## src/rtl/add_arbiter.sv

```systemverilog
// Two-requester round-robin arbiter in front of a registered signed adder.
// Latency: grant edge -> EXEC edge -> res_valid in HOLD (2 edges), min 3 cycles/op.
// Backpressure: result held in HOLD until res_ready; new grants only issued in IDLE.
module add_arbiter #(
  parameter int WIDTH = 8
) (
  input  logic             clk,
  input  logic             rst_n,
  input  logic             req0,
  input  logic [WIDTH-1:0] a0,
  input  logic [WIDTH-1:0] b0,
  output logic             gnt0,
  input  logic             req1,
  input  logic [WIDTH-1:0] a1,
  input  logic [WIDTH-1:0] b1,
  output logic             gnt1,
  output logic             res_valid,
  input  logic             res_ready,
  output logic [WIDTH-1:0] res_sum,
  output logic             res_ovf,
  output logic             res_id,
  output logic             busy,
  output logic [7:0]       ovf_cnt
);

  typedef enum logic [1:0] {
    IDLE = 2'd0,
    EXEC = 2'd1,
    HOLD = 2'd2
  } state_e;

  state_e           state_q, state_d;
  logic             grant_vld;
  logic             grant_id;
  logic             last_id_q;
  logic [WIDTH-1:0] op_a_q, op_b_q;
  logic             op_id_q;
  logic [WIDTH-1:0] sum_w;
  logic             sum_ovf_w;
  logic [WIDTH-1:0] res_sum_q;
  logic             res_ovf_q;
  logic             res_id_q;
  logic [7:0]       ovf_cnt_q;
  logic             accept_w;

  // Wrapping adder on the captured operands; overflow when like-signed inputs give an opposite-signed sum.
  assign sum_w     = op_a_q + op_b_q;
  assign sum_ovf_w = (op_a_q[WIDTH-1] == op_b_q[WIDTH-1]) && (sum_w[WIDTH-1] != op_a_q[WIDTH-1]);
  assign accept_w  = (state_q == HOLD) && res_ready;

  // Arbitration and next-state: grants only in IDLE, and never while reset is held.
  always_comb begin
    grant_vld = 1'b0;
    grant_id  = 1'b0;
    state_d   = state_q;
    case (state_q)
      IDLE: begin
        if (rst_n) begin
          if (req0 && req1) begin
            grant_vld = 1'b1;
            grant_id  = ~last_id_q;
          end else if (req0) begin
            grant_vld = 1'b1;
            grant_id  = 1'b0;
          end else if (req1) begin
            grant_vld = 1'b1;
            grant_id  = 1'b1;
          end
        end
        if (grant_vld) state_d = EXEC;
      end
      EXEC:    state_d = HOLD;
      HOLD:    if (res_ready) state_d = IDLE;
      default: state_d = IDLE;
    endcase
  end

  assign gnt0      = grant_vld && !grant_id;
  assign gnt1      = grant_vld && grant_id;
  assign res_valid = (state_q == HOLD);
  assign busy      = (state_q != IDLE);
  assign res_sum   = res_sum_q;
  assign res_ovf   = res_ovf_q;
  assign res_id    = res_id_q;
  assign ovf_cnt   = ovf_cnt_q;

  // State register.
  always_ff @(posedge clk or negedge rst_n) begin
    if (!rst_n) state_q <= IDLE;
    else        state_q <= state_d;
  end

  // Capture operands and owner on the grant edge; last_id moves only on grants.
  always_ff @(posedge clk or negedge rst_n) begin
    if (!rst_n) begin
      op_a_q    <= '0;
      op_b_q    <= '0;
      op_id_q   <= 1'b0;
      last_id_q <= 1'b1;
    end else if (grant_vld) begin
      op_a_q    <= grant_id ? a1 : a0;
      op_b_q    <= grant_id ? b1 : b0;
      op_id_q   <= grant_id;
      last_id_q <= grant_id;
    end
  end

  // Result registers update only on the EXEC edge, so they persist through IDLE.
  always_ff @(posedge clk or negedge rst_n) begin
    if (!rst_n) begin
      res_sum_q <= '0;
      res_ovf_q <= 1'b0;
      res_id_q  <= 1'b0;
    end else if (state_q == EXEC) begin
      res_sum_q <= sum_w;
      res_ovf_q <= sum_ovf_w;
      res_id_q  <= op_id_q;
    end
  end

  // Saturating count of overflowed results that the consumer actually accepted.
  always_ff @(posedge clk or negedge rst_n) begin
    if (!rst_n) begin
      ovf_cnt_q <= 8'd0;
    end else if (accept_w && res_ovf_q && (ovf_cnt_q != 8'hFF)) begin
      ovf_cnt_q <= ovf_cnt_q + 8'd1;
    end
  end

endmodule
```

## config.mk

```make
export PLATFORM = sky130hd
export DESIGN_NAME = add_arbiter
export DESIGN_NICKNAME = d
export VERILOG_FILES = /design/src/rtl/add_arbiter.sv
export SDC_FILE = /design/constraint.sdc
export NUM_CORES = 1
export LEC_CHECK = 0
export ABC_AREA = 0
export BUFFER_PORTS_ARGS = -buffer_cell sky130_fd_sc_hd__buf_2
export CAP_MARGIN = 15
export CORE_MARGIN = 2
export CORE_UTILIZATION = 51
export DETAILED_ROUTE_END_ITERATION = 8
export PLACE_DENSITY = 0.79
export SLEW_MARGIN = 30
export SYNTH_ARGS = -nofsm -noshare
export SYNTH_HDL_FRONTEND = slang
export SYNTH_SLANG_ARGS = --single-unit
export TNS_END_PERCENT = 10
```

## constraint.sdc

```tcl
create_clock -name clk -period 2.3 [get_ports clk]
set_clock_uncertainty 0.15 [all_clocks]
set_input_delay 0.345 -clock clk [delete_from_list [all_inputs] [get_ports clk]]
set_output_delay 0.345 -clock clk [all_outputs]
set_load 0.005 [all_outputs]
```

# Yosys cells after proc, flatten, opt, wreduce, memory -nomap -nowiden
# Index checks and enable logic that the tools add are counted.
# classes
bitwise_logic,1
eq_ne,7
n_addsub,2
multipliers,0
reduce_logical,11
div_mod_pow,0
magnitude_cmp,0
shifts,0
mux,15
# op_table
operator,count
2-to-1 mux 8 bit,2
2-to-1 mux 1 bit,10
"adder 8 x 1 -> 8 bit, second input constant",1
adder 8 bit,1
"inequality test 8 bit, second input constant",1
logical AND 1 bit,7
case mux 2 bit (3 select lines),1
2-to-1 mux 2 bit,2
"equality test 2 x 1 -> 1 bit, second input constant",1
"equality test 2 bit, second input constant",1
logical NOT 2 bit,1
"inequality test 2 x 1 -> 1 bit, second input constant",1
"inequality test 2 bit, second input constant",1
AND reduction 2 bit,1
nonzero test 2 bit,1
equality test 1 bit,1
logical NOT 1 bit,1
inequality test 1 bit,1
NOT 1 bit,1
# word_totals
latchBits,0
mem_bits_ro,0
inputBits,37
ram_bits,0
ff_bits,38
word_cells,45
mem_count,0

# Depth between registers and ports, before layout
# depth
ltp_word,7
ltp_mapped,6
mapped_depth_nobuf,6

# Least setup slack after synthesis
# No wires, ideal clock.
# synth_path
path_kind,register to register
startpoint,register op_a_q[0]
endpoint,register res_sum_q[4] (netlist: res_sum[4])
t_arrival_ps,1535
stages_incl_launch_ff,7
period_less_slack_ps,1817
path_slack_ps,483
cell_sequence,dfrtp_1 ha_1 fa_1 a21o_1 a21oi_1 xnor2_1 o21ai_1
# synth_between
elab_chain_cells,1
# synth_rtl
element,line_no,rtl
from (decl),36,"logic [WIDTH-1:0] op_a_q, op_b_q;"
from (signal assigned),101,op_a_q <= grant_id ? a1 : a0;
adder 8 bit,47,assign sum_w = op_a_q + op_b_q;
to (signal assigned),115,res_sum_q <= sum_w;
to (decl),40,logic [WIDTH-1:0] res_sum_q;
# Every way passes these cells.
# A chain may end at the register's enable or synchronous reset.

# Worst setup path in the final report
# layout_path
startpoint,register state_q[1]
endpoint,output gnt1
# layout_between
elab_chain_cells,3
word_cells_on_any_way,4
classes_between,mux (2); reduce/logical (2)
# layout_rtl
element,line_no,rtl
from (decl),32,"state_e state_q, state_d;"
from (signal assigned),90,else state_q <= state_d;
logical NOT 2 bit *,56,case (state_q)
2-to-1 mux 1 bit,56,
logical AND 1 bit *,79,assign gnt1 = grant_vld && grant_id;
to (decl),16,"output logic gnt1,"
# Every way passes the cells marked *; elsewhere a longest branch is shown, timed or not.

==> flow_summary.yaml <==
clocking:
  cts_root_buf: "clkbuf_8"
  clkSlewWorstSetupHoldPaths_ns: 0.07
  clock_path_buffers: 2
  numCtsBuffers: 5
  clkLatencyLatePin_ns: 0.29
  numClockSinks: 38
  post_cts_buffers: 0
  htreeDepth: 2
  cts_tree: "built"
place:
  placed_area_um2: 2310
  finalWeightedCongestion: 0.811
  post-dp-hpwl_um: 3160
  portBuffers: 58
floorplan:
  dieArea_um2: 4440
  rows: 22
  die_y_um: 66.6
  chipWidth_um: 66.6
  core_area_um2: 3720
  initial_core_util_pct: 53.8
  ios: 59
worst_setup_path:
  endpoint_kind: "primary output"
  worstPathCellList: "nor3b_2 > and3_2 > buf_4 > buf_2"
  crit_required_ns: 1.80
  cp_max_fo: 10
  startpoint_type: "register"
  startpoint: "state_q[1]"
  rr_endpoint: "res_sum[4]"
  crit_type: "register to primary output"
  crit_end: "gnt1"
  rr_worst_depth: 6
  reg2reg_slack_ns: 0.38
  critical_path.slowest_cell: "dfrtp_1"
  rr_startpoint: "op_a_q[0]"
  cp.arrival_ns: 1.71
  max_stage_delay_ns: 0.43
sta:
  rsz0062_at_grt: "false"
  clock.fmax_mhz: 454
  worst_pin_slew_ns: 0.584
  whs_ns: 0.0974
  setup_viol: 0
  period_share_pct: 95.7
  hold_viol_final: 0
  slew_headroom_pct: 61.0
  slew_violations: 0
  tns_ns: 0
  fin_crit_ns: 2.20
synthesis:
  synthFlopType: "dfrtp_1"
  synth_edf_count: 0
  mappedNetlistNets: 225
  avgSynthCellArea_um2: 11.2
  syn_area_um2: 2000
  yosysWarnings: 0
  synthDistinctLibCells: 47
  syn-instance-count: 179
  ys_ff_latch: 38
  async_flop_share_pct: 100
  ys_seq_area_share_pct: 47.6
final_layout:
  mostFrequentLayoutCell: "buf_2"
  nets: 288
  finalInstanceArea_um2: 2440
  n_antenna_cell: 0
  fin_util_pct: 65.7
  fillers: 315
  areaGrowthSynthToFinish_pct: 22.0
  drive_above_1_share_pct: 32.9
  layout_common_cells: "58 x buf_2, 37 x dfrtp_1, 21 x a21o_1"
grt:
  grt_pass1_wl_um: 7070
  overflow: 0
  grt_max_degree: 39
  track_usage_pct: 21.5
  grt_pass1_vias: 1492
  antenna_found_initial: 0
routing:
  route.detailed.drc: 0
  ant_nets: 0
  drt_iter0_drc: 91
  routed_wl_um: 4190
  dr.pass1.iters: 4
  dr_total_vias: 1585
  wl_per_cell_um: 14.4
  viasPerCell: 5.45
min_path:
  hp-class: "primary input to register"
power:
  power.leakage_nw: 1.35
  peakVddDrop_mv: 0.718
  p_per_area_nw_per_um2: 1300
  total_power_mw: 3.16
flow_run:
  drv_cap: 0
run_status:
  outcome: "completed"
[registers in the layout, indices dropped and copies added, names as in the netlist]
signal	count
ovf_cnt	8
last_id_q	1
op_b_q	8
res_id	1
res_ovf	1
res_sum	8
state_q	2
op_id_q	1
op_a_q	8
[Yosys cell counts, types with 2 or more instances]
master / number / area [um2]
a22o_2: 2 / 20.0
o21ai_1: 5 / 25.0
ha_1: 8 / 100
nand2_1: 15 / 56.3
inv_1: 4 / 15.0
nor3_1: 3 / 15.0
clkbuf_1: 2 / 7.51
a31oi_1: 3 / 18.8
a21o_1: 21 / 158
xor2_1: 4 / 35.0
buf_6: 2 / 22.5
or4_1: 2 / 15.0
a21oi_1: 5 / 25.0
buf_8: 2 / 30.0
and3_1: 5 / 31.3
o21ai_0: 2 / 10.0
xnor2_1: 6 / 52.6
a211oi_1: 2 / 15.0
nor2_1: 4 / 15.0
nand3_1: 6 / 30.0
a22o_1: 14 / 123
dfrtp_1: 37 / 926
[metal layers]
| layer | wire (um) | track usage (%) | share of wire (%) | vias to the layer above |
|---|---|---|---|---|
| met5 | 0 | 0 | 0 | - |
| met4 | 63 | 9.44 | 1.5 | 0 |
| met3 | 294 | 6.25 | 7.0 | 7 |
| met2 | 1760 | 28.7 | 42 | 50 |
| met1 | 2070 | 32.0 | 49 | 734 |
| li1 | - | - | - | 794 |
[area by class of cell]
cell class	count	area [um2]	share of cell area, %
Timing Repair Buffer	63	330	13.5
Clock buffer	7	86.3	3.54
Tap cell	48	60.1	2.46
Sequential cell	38	952	39.0
Inverter	5	18.8	0.769
Clock inverter	1	30.0	1.23
Multi-Input combinational cell	129	963	39.5
[timing repair]
action,4_1_cts,5_1_grt
setup endpoints to repair,1,0
hold buffers,1,0
hold endpoints to repair,37,0
resized for setup,1,0
[power breakdown]
| group | switching (mW) | internal, mW |
|---|---|---|
| clock | 0.234 | 0.354 |
| sequential | 0.212 | 0.945 |
| combinational | 0.713 | 0.707 |
[worst max-delay path, delay by kind of cell, from the launching register on]
| kind | cells | cell delay [ns] |
|---|---|---|
| simple gates | 2 | 0.64 |
| buf+inv | 2 | 0.34 |
| flops | 1 | 0.43 |
[stage by stage]
stage,std cells,setup WS (ns)
2_1_floorplan,179,0.483
3_3_place_gp,282,0.358
3_5_place_dp,282,0.303
4_1_cts,291,0.103
5_1_grt,291,0.00127
6_report,291,0.0989
[worst min path at each step]
| stage | cells past startpoint | startpoint | slack (ns) | end |
|---|---|---|---|---|
| floorplan | 0 | rst_n | -0.10 | op_a_q[0] |
| global placement | 2 | rst_n | 0.28 | ovf_cnt[5] |
| detailed placement | 2 | rst_n | 0.28 | ovf_cnt[6] |
| CTS | 2 | a0[1] | 0.1 | op_a_q[1] |
| global route | 2 | a0[6] | 0.09 | op_a_q[6] |
| finish | 2 | a0[1] | 0.1 | op_a_q[1] |
[logic make-up after synthesis]
| kind of cell | Yosys count | share of synthesized area (%) |
|---|---|---|
| AO/OA/AOI/OAI | 65 | 24.8 |
| AND/OR/NAND/NOR | 44 | 12.3 |
| flip-flops | 38 | 47.6 |
| buffers and inverters | 12 | 4.32 |
| XOR/XNOR | 10 | 4.38 |
| adder cells (fa/ha/maj) | 9 | 6.00 |
| multiplexers | 1 | 0.563 |
(Power assumes the default switching activity.)
